`src/rtl/ysyx_23060240_idu_pipe_if.sv`:
```
// Decode-stage bus: the IFU-facing handshake (in_*), the redirect flush,
// and the registered decode bundle handed to the EXU (out_*, alu_*, flags).
//   master : environment side (drives instruction, flush, out_ready)
//   slave  : decode stage side (drives in_ready and the decoded bundle)
interface ysyx_23060240_idu_pipe_if #(
  parameter int XLEN       = 32,
  parameter int ALU_FUNC_W = 4
);
  logic                  in_valid;
  logic                  in_ready;
  logic [31:0]           in_inst;
  logic [XLEN-1:0]       in_pc;
  logic                  flush;
  logic                  out_valid;
  logic                  out_ready;
  logic [XLEN-1:0]       out_pc;
  logic [4:0]            out_rs1;
  logic [4:0]            out_rs2;
  logic [4:0]            out_rd;
  logic [XLEN-1:0]       out_imm;
  logic [ALU_FUNC_W-1:0] alu_func;
  logic                  alu_a_sel;
  logic                  alu_b_sel;
  logic                  w_en;
  logic                  illegal;
  logic                  trap;
  logic                  halted;

  modport master (
    output in_valid, in_inst, in_pc, flush, out_ready,
    input  in_ready, out_valid, out_pc, out_rs1, out_rs2, out_rd, out_imm,
           alu_func, alu_a_sel, alu_b_sel, w_en, illegal, trap, halted
  );

  modport slave (
    input  in_valid, in_inst, in_pc, flush, out_ready,
    output in_ready, out_valid, out_pc, out_rs1, out_rs2, out_rd, out_imm,
           alu_func, alu_a_sel, alu_b_sel, w_en, illegal, trap, halted
  );
endinterface

```
`src/rtl/ysyx_23060240_idu_pipe.sv`:
```
// Pipelined RV32I decode stage between IFU and EXU.
// Accepts one instruction per in_valid/in_ready handshake, decodes it
// combinationally and registers the bundle (out_pc, register indices,
// immediate, ALU controls, w_en, illegal). An accepted ebreak produces a
// one-cycle trap pulse aligned with its bundle and a sticky halted state
// that only rst clears.
// Ports:
//   clk  : clock, all state on rising edge
//   rst  : synchronous active-high reset
//   bus  : decode-stage bus (slave side), see ysyx_23060240_idu_pipe_if
module ysyx_23060240_idu_pipe #(
  parameter int XLEN       = 32,
  parameter int ALU_FUNC_W = 4
) (
  input  logic                          clk,
  input  logic                          rst,
  ysyx_23060240_idu_pipe_if.slave       bus
);

  localparam logic [6:0] OPC_LUI    = 7'b0110111;
  localparam logic [6:0] OPC_AUIPC  = 7'b0010111;
  localparam logic [6:0] OPC_JAL    = 7'b1101111;
  localparam logic [6:0] OPC_JALR   = 7'b1100111;
  localparam logic [6:0] OPC_BRANCH = 7'b1100011;
  localparam logic [6:0] OPC_LOAD   = 7'b0000011;
  localparam logic [6:0] OPC_STORE  = 7'b0100011;
  localparam logic [6:0] OPC_OPIMM  = 7'b0010011;
  localparam logic [6:0] OPC_OP     = 7'b0110011;
  localparam logic [6:0] OPC_SYSTEM = 7'b1110011;

  localparam logic [31:0] INST_EBREAK = 32'h0010_0073;
  localparam logic [31:0] INST_ECALL  = 32'h0000_0073;

  localparam logic [ALU_FUNC_W-1:0] ALU_ADD   = ALU_FUNC_W'(0);
  localparam logic [ALU_FUNC_W-1:0] ALU_SUB   = ALU_FUNC_W'(1);
  localparam logic [ALU_FUNC_W-1:0] ALU_SLL   = ALU_FUNC_W'(2);
  localparam logic [ALU_FUNC_W-1:0] ALU_SLT   = ALU_FUNC_W'(3);
  localparam logic [ALU_FUNC_W-1:0] ALU_SLTU  = ALU_FUNC_W'(4);
  localparam logic [ALU_FUNC_W-1:0] ALU_XOR   = ALU_FUNC_W'(5);
  localparam logic [ALU_FUNC_W-1:0] ALU_SRL   = ALU_FUNC_W'(6);
  localparam logic [ALU_FUNC_W-1:0] ALU_SRA   = ALU_FUNC_W'(7);
  localparam logic [ALU_FUNC_W-1:0] ALU_OR    = ALU_FUNC_W'(8);
  localparam logic [ALU_FUNC_W-1:0] ALU_AND   = ALU_FUNC_W'(9);
  localparam logic [ALU_FUNC_W-1:0] ALU_PASSB = ALU_FUNC_W'(10);

  typedef enum logic {ST_RUN = 1'b0, ST_HALT = 1'b1} state_t;

  state_t state_reg, state_next;

  logic                  out_valid_reg;
  logic                  trap_reg;
  logic [XLEN-1:0]       pc_reg;
  logic [4:0]            rs1_reg, rs2_reg, rd_reg;
  logic [XLEN-1:0]       imm_reg;
  logic [ALU_FUNC_W-1:0] func_reg;
  logic                  a_sel_reg, b_sel_reg, w_en_reg, illegal_reg;

  // Instruction fields
  logic [31:0] inst;
  logic [6:0]  opcode;
  logic [2:0]  funct3;
  logic [6:0]  funct7;
  logic [4:0]  rd;
  logic [31:0] imm_i, imm_s, imm_b, imm_u, imm_j;

  assign inst   = bus.in_inst;
  assign opcode = inst[6:0];
  assign funct3 = inst[14:12];
  assign funct7 = inst[31:25];
  assign rd     = inst[11:7];
  assign imm_i  = {{20{inst[31]}}, inst[31:20]};
  assign imm_s  = {{20{inst[31]}}, inst[31:25], inst[11:7]};
  assign imm_b  = {{19{inst[31]}}, inst[31], inst[7], inst[30:25], inst[11:8], 1'b0};
  assign imm_u  = {inst[31:12], 12'b0};
  assign imm_j  = {{11{inst[31]}}, inst[31], inst[19:12], inst[20], inst[30:21], 1'b0};

  // Handshake
  logic halted;
  logic in_ready;
  logic accept;
  logic is_ebreak;

  assign halted    = (state_reg == ST_HALT);
  assign in_ready  = !halted && (!out_valid_reg || bus.out_ready);
  // flush overrides acceptance: an instruction offered alongside it is dropped
  assign accept    = bus.in_valid && in_ready && !bus.flush;
  assign is_ebreak = (inst == INST_EBREAK);

  // Register-register / register-immediate funct3 mapping; alt picks SUB/SRA
  function automatic logic [ALU_FUNC_W-1:0] arith_func(input logic [2:0] f3,
                                                       input logic alt);
    logic [ALU_FUNC_W-1:0] f;
    f = ALU_ADD;
    case (f3)
      3'b000:  f = alt ? ALU_SUB : ALU_ADD;
      3'b001:  f = ALU_SLL;
      3'b010:  f = ALU_SLT;
      3'b011:  f = ALU_SLTU;
      3'b100:  f = ALU_XOR;
      3'b101:  f = alt ? ALU_SRA : ALU_SRL;
      3'b110:  f = ALU_OR;
      default: f = ALU_AND;
    endcase
    return f;
  endfunction

  // Combinational decode
  logic [ALU_FUNC_W-1:0] dec_func;
  logic                  dec_a_sel, dec_b_sel, dec_w_en, dec_illegal;
  logic [31:0]           dec_imm32;

  always_comb begin
    dec_func    = ALU_ADD;
    dec_a_sel   = 1'b0;
    dec_b_sel   = 1'b0;
    dec_w_en    = 1'b0;
    dec_illegal = 1'b0;
    dec_imm32   = 32'd0;
    case (opcode)
      OPC_LUI: begin
        dec_func  = ALU_PASSB;
        dec_b_sel = 1'b1;
        dec_w_en  = 1'b1;
        dec_imm32 = imm_u;
      end
      OPC_AUIPC: begin
        dec_a_sel = 1'b1;
        dec_b_sel = 1'b1;
        dec_w_en  = 1'b1;
        dec_imm32 = imm_u;
      end
      OPC_JAL: begin
        dec_a_sel = 1'b1;
        dec_b_sel = 1'b1;
        dec_w_en  = 1'b1;
        dec_imm32 = imm_j;
      end
      OPC_JALR: begin
        dec_b_sel   = 1'b1;
        dec_w_en    = 1'b1;
        dec_imm32   = imm_i;
        dec_illegal = (funct3 != 3'b000);
      end
      OPC_BRANCH: begin
        dec_func    = ALU_SUB;
        dec_imm32   = imm_b;
        dec_illegal = (funct3 == 3'b010) || (funct3 == 3'b011);
      end
      OPC_LOAD: begin
        dec_b_sel   = 1'b1;
        dec_w_en    = 1'b1;
        dec_imm32   = imm_i;
        dec_illegal = (funct3 == 3'b011) || (funct3 == 3'b110) || (funct3 == 3'b111);
      end
      OPC_STORE: begin
        dec_b_sel   = 1'b1;
        dec_imm32   = imm_s;
        dec_illegal = (funct3 > 3'b010);
      end
      OPC_OPIMM: begin
        dec_b_sel = 1'b1;
        dec_w_en  = 1'b1;
        dec_imm32 = imm_i;
        // Only the shift-right form uses funct7 to choose SRA; ADDI has no SUB.
        dec_func  = arith_func(funct3, (funct3 == 3'b101) && (funct7 == 7'h20));
        if (funct3 == 3'b001)
          dec_illegal = (funct7 != 7'h00);
        else if (funct3 == 3'b101)
          dec_illegal = (funct7 != 7'h00) && (funct7 != 7'h20);
      end
      OPC_OP: begin
        dec_w_en    = 1'b1;
        dec_func    = arith_func(funct3, funct7[5]);
        dec_illegal = (funct7 != 7'h00) && (funct7 != 7'h20);
      end
      OPC_SYSTEM: begin
        dec_imm32   = imm_i;
        dec_illegal = (inst != INST_EBREAK) && (inst != INST_ECALL);
      end
      default: dec_illegal = 1'b1;
    endcase
    if (dec_illegal) begin
      dec_w_en = 1'b0;
      dec_func = ALU_ADD;
    end
    if (rd == 5'd0)
      dec_w_en = 1'b0;
  end

  // Halt FSM: leaves HALT only through rst
  always_comb begin
    state_next = state_reg;
    case (state_reg)
      ST_RUN:  if (accept && is_ebreak) state_next = ST_HALT;
      default: state_next = ST_HALT;
    endcase
  end

  always_ff @(posedge clk) begin
    if (rst) state_reg <= ST_RUN;
    else     state_reg <= state_next;
  end

  // Output bundle register
  always_ff @(posedge clk) begin
    if (rst) begin
      out_valid_reg <= 1'b0;
      trap_reg      <= 1'b0;
      pc_reg        <= '0;
      rs1_reg       <= '0;
      rs2_reg       <= '0;
      rd_reg        <= '0;
      imm_reg       <= '0;
      func_reg      <= '0;
      a_sel_reg     <= 1'b0;
      b_sel_reg     <= 1'b0;
      w_en_reg      <= 1'b0;
      illegal_reg   <= 1'b0;
    end else begin
      // accept already excludes flush, so a flushed ebreak never traps
      trap_reg <= accept && is_ebreak;
      if (bus.flush) begin
        out_valid_reg <= 1'b0;
      end else if (accept) begin
        out_valid_reg <= 1'b1;
        pc_reg        <= bus.in_pc;
        rs1_reg       <= inst[19:15];
        rs2_reg       <= inst[24:20];
        rd_reg        <= rd;
        imm_reg       <= XLEN'($signed(dec_imm32));
        func_reg      <= dec_func;
        a_sel_reg     <= dec_a_sel;
        b_sel_reg     <= dec_b_sel;
        w_en_reg      <= dec_w_en;
        illegal_reg   <= dec_illegal;
      end else if (out_valid_reg && bus.out_ready) begin
        out_valid_reg <= 1'b0;
      end
    end
  end

  assign bus.in_ready  = in_ready;
  assign bus.out_valid = out_valid_reg;
  assign bus.out_pc    = pc_reg;
  assign bus.out_rs1   = rs1_reg;
  assign bus.out_rs2   = rs2_reg;
  assign bus.out_rd    = rd_reg;
  assign bus.out_imm   = imm_reg;
  assign bus.alu_func  = func_reg;
  assign bus.alu_a_sel = a_sel_reg;
  assign bus.alu_b_sel = b_sel_reg;
  assign bus.w_en      = w_en_reg;
  assign bus.illegal   = illegal_reg;
  assign bus.trap      = trap_reg;
  assign bus.halted    = halted;

endmodule

```
`src/flat_wrapper.sv`:
```
// flat-port wrapper written by rule: the top's interface ports become plain ports
module ysyx_23060240_idu_pipe_flat 
#(
  parameter int XLEN       = 32,
  parameter int ALU_FUNC_W = 4
)
  (clk, rst, bus_in_valid, bus_in_inst, bus_in_pc, bus_flush, bus_out_ready, bus_in_ready, bus_out_valid, bus_out_pc, bus_out_rs1, bus_out_rs2, bus_out_rd, bus_out_imm, bus_alu_func, bus_alu_a_sel, bus_alu_b_sel, bus_w_en, bus_illegal, bus_trap, bus_halted);
  ysyx_23060240_idu_pipe_if #(.XLEN(XLEN), .ALU_FUNC_W(ALU_FUNC_W)) bus_i ();
  input  logic clk;
  input  logic rst;
  input wire logic [$bits(bus_i.in_valid)-1:0] bus_in_valid;
  input wire logic [$bits(bus_i.in_inst)-1:0] bus_in_inst;
  input wire logic [$bits(bus_i.in_pc)-1:0] bus_in_pc;
  input wire logic [$bits(bus_i.flush)-1:0] bus_flush;
  input wire logic [$bits(bus_i.out_ready)-1:0] bus_out_ready;
  output wire logic [$bits(bus_i.in_ready)-1:0] bus_in_ready;
  output wire logic [$bits(bus_i.out_valid)-1:0] bus_out_valid;
  output wire logic [$bits(bus_i.out_pc)-1:0] bus_out_pc;
  output wire logic [$bits(bus_i.out_rs1)-1:0] bus_out_rs1;
  output wire logic [$bits(bus_i.out_rs2)-1:0] bus_out_rs2;
  output wire logic [$bits(bus_i.out_rd)-1:0] bus_out_rd;
  output wire logic [$bits(bus_i.out_imm)-1:0] bus_out_imm;
  output wire logic [$bits(bus_i.alu_func)-1:0] bus_alu_func;
  output wire logic [$bits(bus_i.alu_a_sel)-1:0] bus_alu_a_sel;
  output wire logic [$bits(bus_i.alu_b_sel)-1:0] bus_alu_b_sel;
  output wire logic [$bits(bus_i.w_en)-1:0] bus_w_en;
  output wire logic [$bits(bus_i.illegal)-1:0] bus_illegal;
  output wire logic [$bits(bus_i.trap)-1:0] bus_trap;
  output wire logic [$bits(bus_i.halted)-1:0] bus_halted;
  assign bus_i.in_valid = bus_in_valid;
  assign bus_i.in_inst = bus_in_inst;
  assign bus_i.in_pc = bus_in_pc;
  assign bus_i.flush = bus_flush;
  assign bus_i.out_ready = bus_out_ready;
  assign bus_in_ready = bus_i.in_ready;
  assign bus_out_valid = bus_i.out_valid;
  assign bus_out_pc = bus_i.out_pc;
  assign bus_out_rs1 = bus_i.out_rs1;
  assign bus_out_rs2 = bus_i.out_rs2;
  assign bus_out_rd = bus_i.out_rd;
  assign bus_out_imm = bus_i.out_imm;
  assign bus_alu_func = bus_i.alu_func;
  assign bus_alu_a_sel = bus_i.alu_a_sel;
  assign bus_alu_b_sel = bus_i.alu_b_sel;
  assign bus_w_en = bus_i.w_en;
  assign bus_illegal = bus_i.illegal;
  assign bus_trap = bus_i.trap;
  assign bus_halted = bus_i.halted;
  ysyx_23060240_idu_pipe #(.XLEN(XLEN), .ALU_FUNC_W(ALU_FUNC_W)) u_core (.clk(clk), .rst(rst), .bus(bus_i));
endmodule
```
`config.mk`:
```
export PLATFORM = sky130hd
export DESIGN_NAME = ysyx_23060240_idu_pipe_flat
export DESIGN_NICKNAME = d
export VERILOG_FILES = /design/src/rtl/ysyx_23060240_idu_pipe_if.sv /design/src/rtl/ysyx_23060240_idu_pipe.sv /design/src/flat_wrapper.sv
export SDC_FILE = /design/constraint.sdc
export NUM_CORES = 1
export LEC_CHECK = 0
export ABC_AREA = 1
export BUFFER_PORTS_ARGS = -buffer_cell sky130_fd_sc_hd__buf_2
export CAP_MARGIN = 25
export CORE_MARGIN = 2
export CORE_UTILIZATION = 35
export CTS_BUF_LIST = sky130_fd_sc_hd__clkbuf_2
export DETAILED_ROUTE_END_ITERATION = 10
export MAX_ROUTING_LAYER = met4
export SYNTH_ARGS = -nofsm -noshare
export SYNTH_HDL_FRONTEND = slang
export SYNTH_SLANG_ARGS = --single-unit
```
`constraint.sdc`:
```
create_clock -name clk -period 2.9 [get_ports clk]
set_input_delay 0.58 -clock clk [delete_from_list [all_inputs] [get_ports clk]]
set_output_delay 0.58 -clock clk [all_outputs]
set_load 0.02 [all_outputs]
```
==> impl_metrics.yaml <==
run_status:
  outcome: "finished, final reports clean"
global_routing:
  antenna_found_initial: 0
  met3_usage_pct: 3.78
  top_usage_layer: "met2"
  grt_util_met1_pct: 27.1
  grt_pass1_vias: 4120
  overflow: 0
  grt.total_usage_pct: 20.8
  grt_pass1_wl_mm: 20.3
  grt_start_max_net_pins: 81
  grtUsageMet2_pct: 32.4
floorplanning:
  die_area_um2: 12600
  die_w_um: 112
  ios: 160
  fp.dieH_um: 112
  core_um2: 11500
  fp-row-count: 39
  initial_core_util_pct: 35.9
routing:
  firstDrtPassIters: 5
  wire_per_inst_um: 14.1
  drt_iter0_drc: 241
  routed_wl_mm: 12.5
  vias: 4312
  via_per_inst: 4.85
  ant_nets: 0
  drc_errors: 0
sta:
  finalCritPeriodShare_pct: 66.9
  slew_headroom_pct: 47.6
  hold_viol_final: 0
  setup_viol_count_final: 0
  whs_ns: 0.183
  slew_violations: 0
  fin_crit_ns: 1.94
  setup_ws_ns: 0.961
  worst_pin_slew_ns: 0.785
  finalClockSkew_ns: 0.0210
  setup_tns_ns: 0
  fmax_ghz: 0.516
  grt_setup_unrepaired: "false"
setup_path:
  reg2reg_slack_ns: 1.16
  rr_worst_depth: 9
  required_ns: 2.32
  cpLargestDelayFamily: "flip-flops"
  path_cells: "nand2_1 > inv_1 > nor2_2 > buf_2"
  r2r-start: "u_core.bus.out_valid"
  slowest_stage: "dfxtp_1"
  cp_max_fo: 2
  rr_endpoint: "u_core.bus.w_en"
  slowest_delay_ns: 0.37
  crit_buf_inv: 2
  crit_type: "reg2out"
  cp-start-kind: "flip-flop"
  cp-end-kind: "output pin"
  arrival_ns: 1.36
synth:
  synth.distinct_cells: 29
  ys_warn_count: 0
  synth_edf_count: 0
  ys.flop_type: "dfxtp_1"
  ys_ff_latch: 90
  avgSynthCellArea_um2: 6.88
  ys_seq_area_share_pct: 43.8
  syn_nets: 667
  netlist_instances: 598
  synth.cell_area_um2: 4120
  async_flop_share_pct: 0
pwr:
  vdd_drop_max_mv: 0.218
  finalPower_mw: 2.32
  leakage_nw: 2.53
  power.density_nw_per_um2: 454
clock_tree:
  htreeDepth: 3
  cts.repair.resized: 0
  hold_buffers: 0
  cts.clk_slew.worst_paths_ns: 0.26
  cts_buffers: 9
  clkLatencyLatePin_ns: 0.59
  post-cts-setup-buffers: 0
  cts.sinks: 90
  cts_tree: "done"
  clk_path_buf_depth: 2
  root_buffer: "clkbuf_2"
job:
  drv_cap: 0
finish:
  drive_above_1_share_pct: 29.1
  diodes: 0
  fin_nets: 810
  fillers: 1273
  area_growth_pct: 24.3
hold_path:
  holdPathEnd: "u_core.bus.out_pc[19]"
  hold_depth: 3
  hp-start: "bus_in_pc[19]"
  hold_class: "in2reg"
place:
  hpwl_mm: 9.30
  dp_slack_ns: 0.659
  gp_congestion: 0.927
  io_buffers: 159
## worst max path at each step
stage | slack, ns | to | cells past startpoint | from
floorplan | 1.05 | u_core.bus.alu_func[1] | 10 | bus_out_ready
global placement | 0.73 | u_core.bus.out_imm[30] | 12 | bus_in_inst[3]
detailed placement | 0.66 | u_core.bus.out_imm[28] | 12 | bus_in_inst[3]
CTS | 0.89 | bus_in_ready | 4 | u_core.bus.out_valid
global route | 0.84 | bus_in_ready | 4 | u_core.bus.out_valid
finish | 0.96 | bus_in_ready | 4 | u_core.bus.out_valid
## routing by layer
metal  vias up  part of all wire [%]  wire [um]
li1       2211                     -          -
met1      1953                    47       5880
met2       131                    46       5710
met3        17                   5.5        689
met4         0                   1.7        218
met5         -                     0          0
## kinds of logic (layout without fill, tap and decap cells)
kind of cell	count (synthesis)	count (layout)	synth area share [%]
simple gates	325	325	34.0
compound gates	110	110	14.9
flops	90	90	43.8
buf+inv	73	221	7.27
## Yosys cell counts (3+ instances only)
library cell | count | area, um^2
nand4_1 | 3 | 18.8
clkbuf_1 | 19 | 71.3
a21oi_1 | 79 | 395
nor3_1 | 7 | 35.0
a21oi_2 | 10 | 87.6
o221ai_1 | 3 | 26.3
nand2_2 | 7 | 43.8
o21ai_0 | 12 | 60.1
nor2_1 | 34 | 128
buf_2 | 8 | 40.0
dfxtp_1 | 90 | 1800
nor2_2 | 8 | 50.1
nand2_4 | 3 | 33.8
nand2_1 | 216 | 811
inv_2 | 4 | 15.0
inv_1 | 38 | 143
nand3_1 | 39 | 195
## cells in the final DEF, fill, tap and decap left out, types with 2 or more instances in the layout
cell and count:
clkbuf_2 9, nor3_1 7, o21ai_0 12, nand2_4 3
nor2_2 8, o221ai_1 3, nand2_1 216, nor2_1 34
inv_2 4, inv_1 38, nand3_1 39, buf_2 159
nor3b_1 2, o21a_1 2, a21oi_1 79, dfxtp_1 90
a21oi_2 10, nand2_2 7, clkinv_4 2, clkinv_2 2
nand4_1 3, buf_4 3, nand3_2 2, o211ai_1 2
nor2_4 2
## metrics by stage
| step | utilization [%] | std cells | cell area (um^2) |
|---|---|---|---|
| after floorplan | - | 598 | 4120 |
| after global placement | 43.5 | 873 | 4990 |
| after detailed placement | 43.5 | 873 | 4990 |
| after CTS | 44.6 | 889 | 5110 |
| after global routing | 44.6 | 889 | 5110 |
| final | 44.6 | 889 | 5110 |
## where the power goes
group | internal [mW] | switching [mW] | leakage [nW]
logic | 0.112 | 0.234 | 1.72
registers | 1.28 | 0.0195 | 0.732
clock network | 0.209 | 0.463 | 0.0782
## tightest hold or removal path: cells and delay by family
family | cells | cell delay (ns)
compound gates | 1 | 0.05
buf+inv | 1 | 0.10
simple gates | 1 | 0.05
## layout make-up
class | count | area, um^2 | area share, %
Clock inverter | 7 | 77.6 | 1.52
Tap cell | 143 | 179 | 3.50
Timing Repair Buffer | 163 | 838 | 16.4
Sequential cell | 90 | 1800 | 35.2
Inverter | 42 | 158 | 3.08
Clock buffer | 9 | 45.0 | 0.881
Multi-Input combinational cell | 435 | 2010 | 39.4
(Power assumes the default switching activity.)
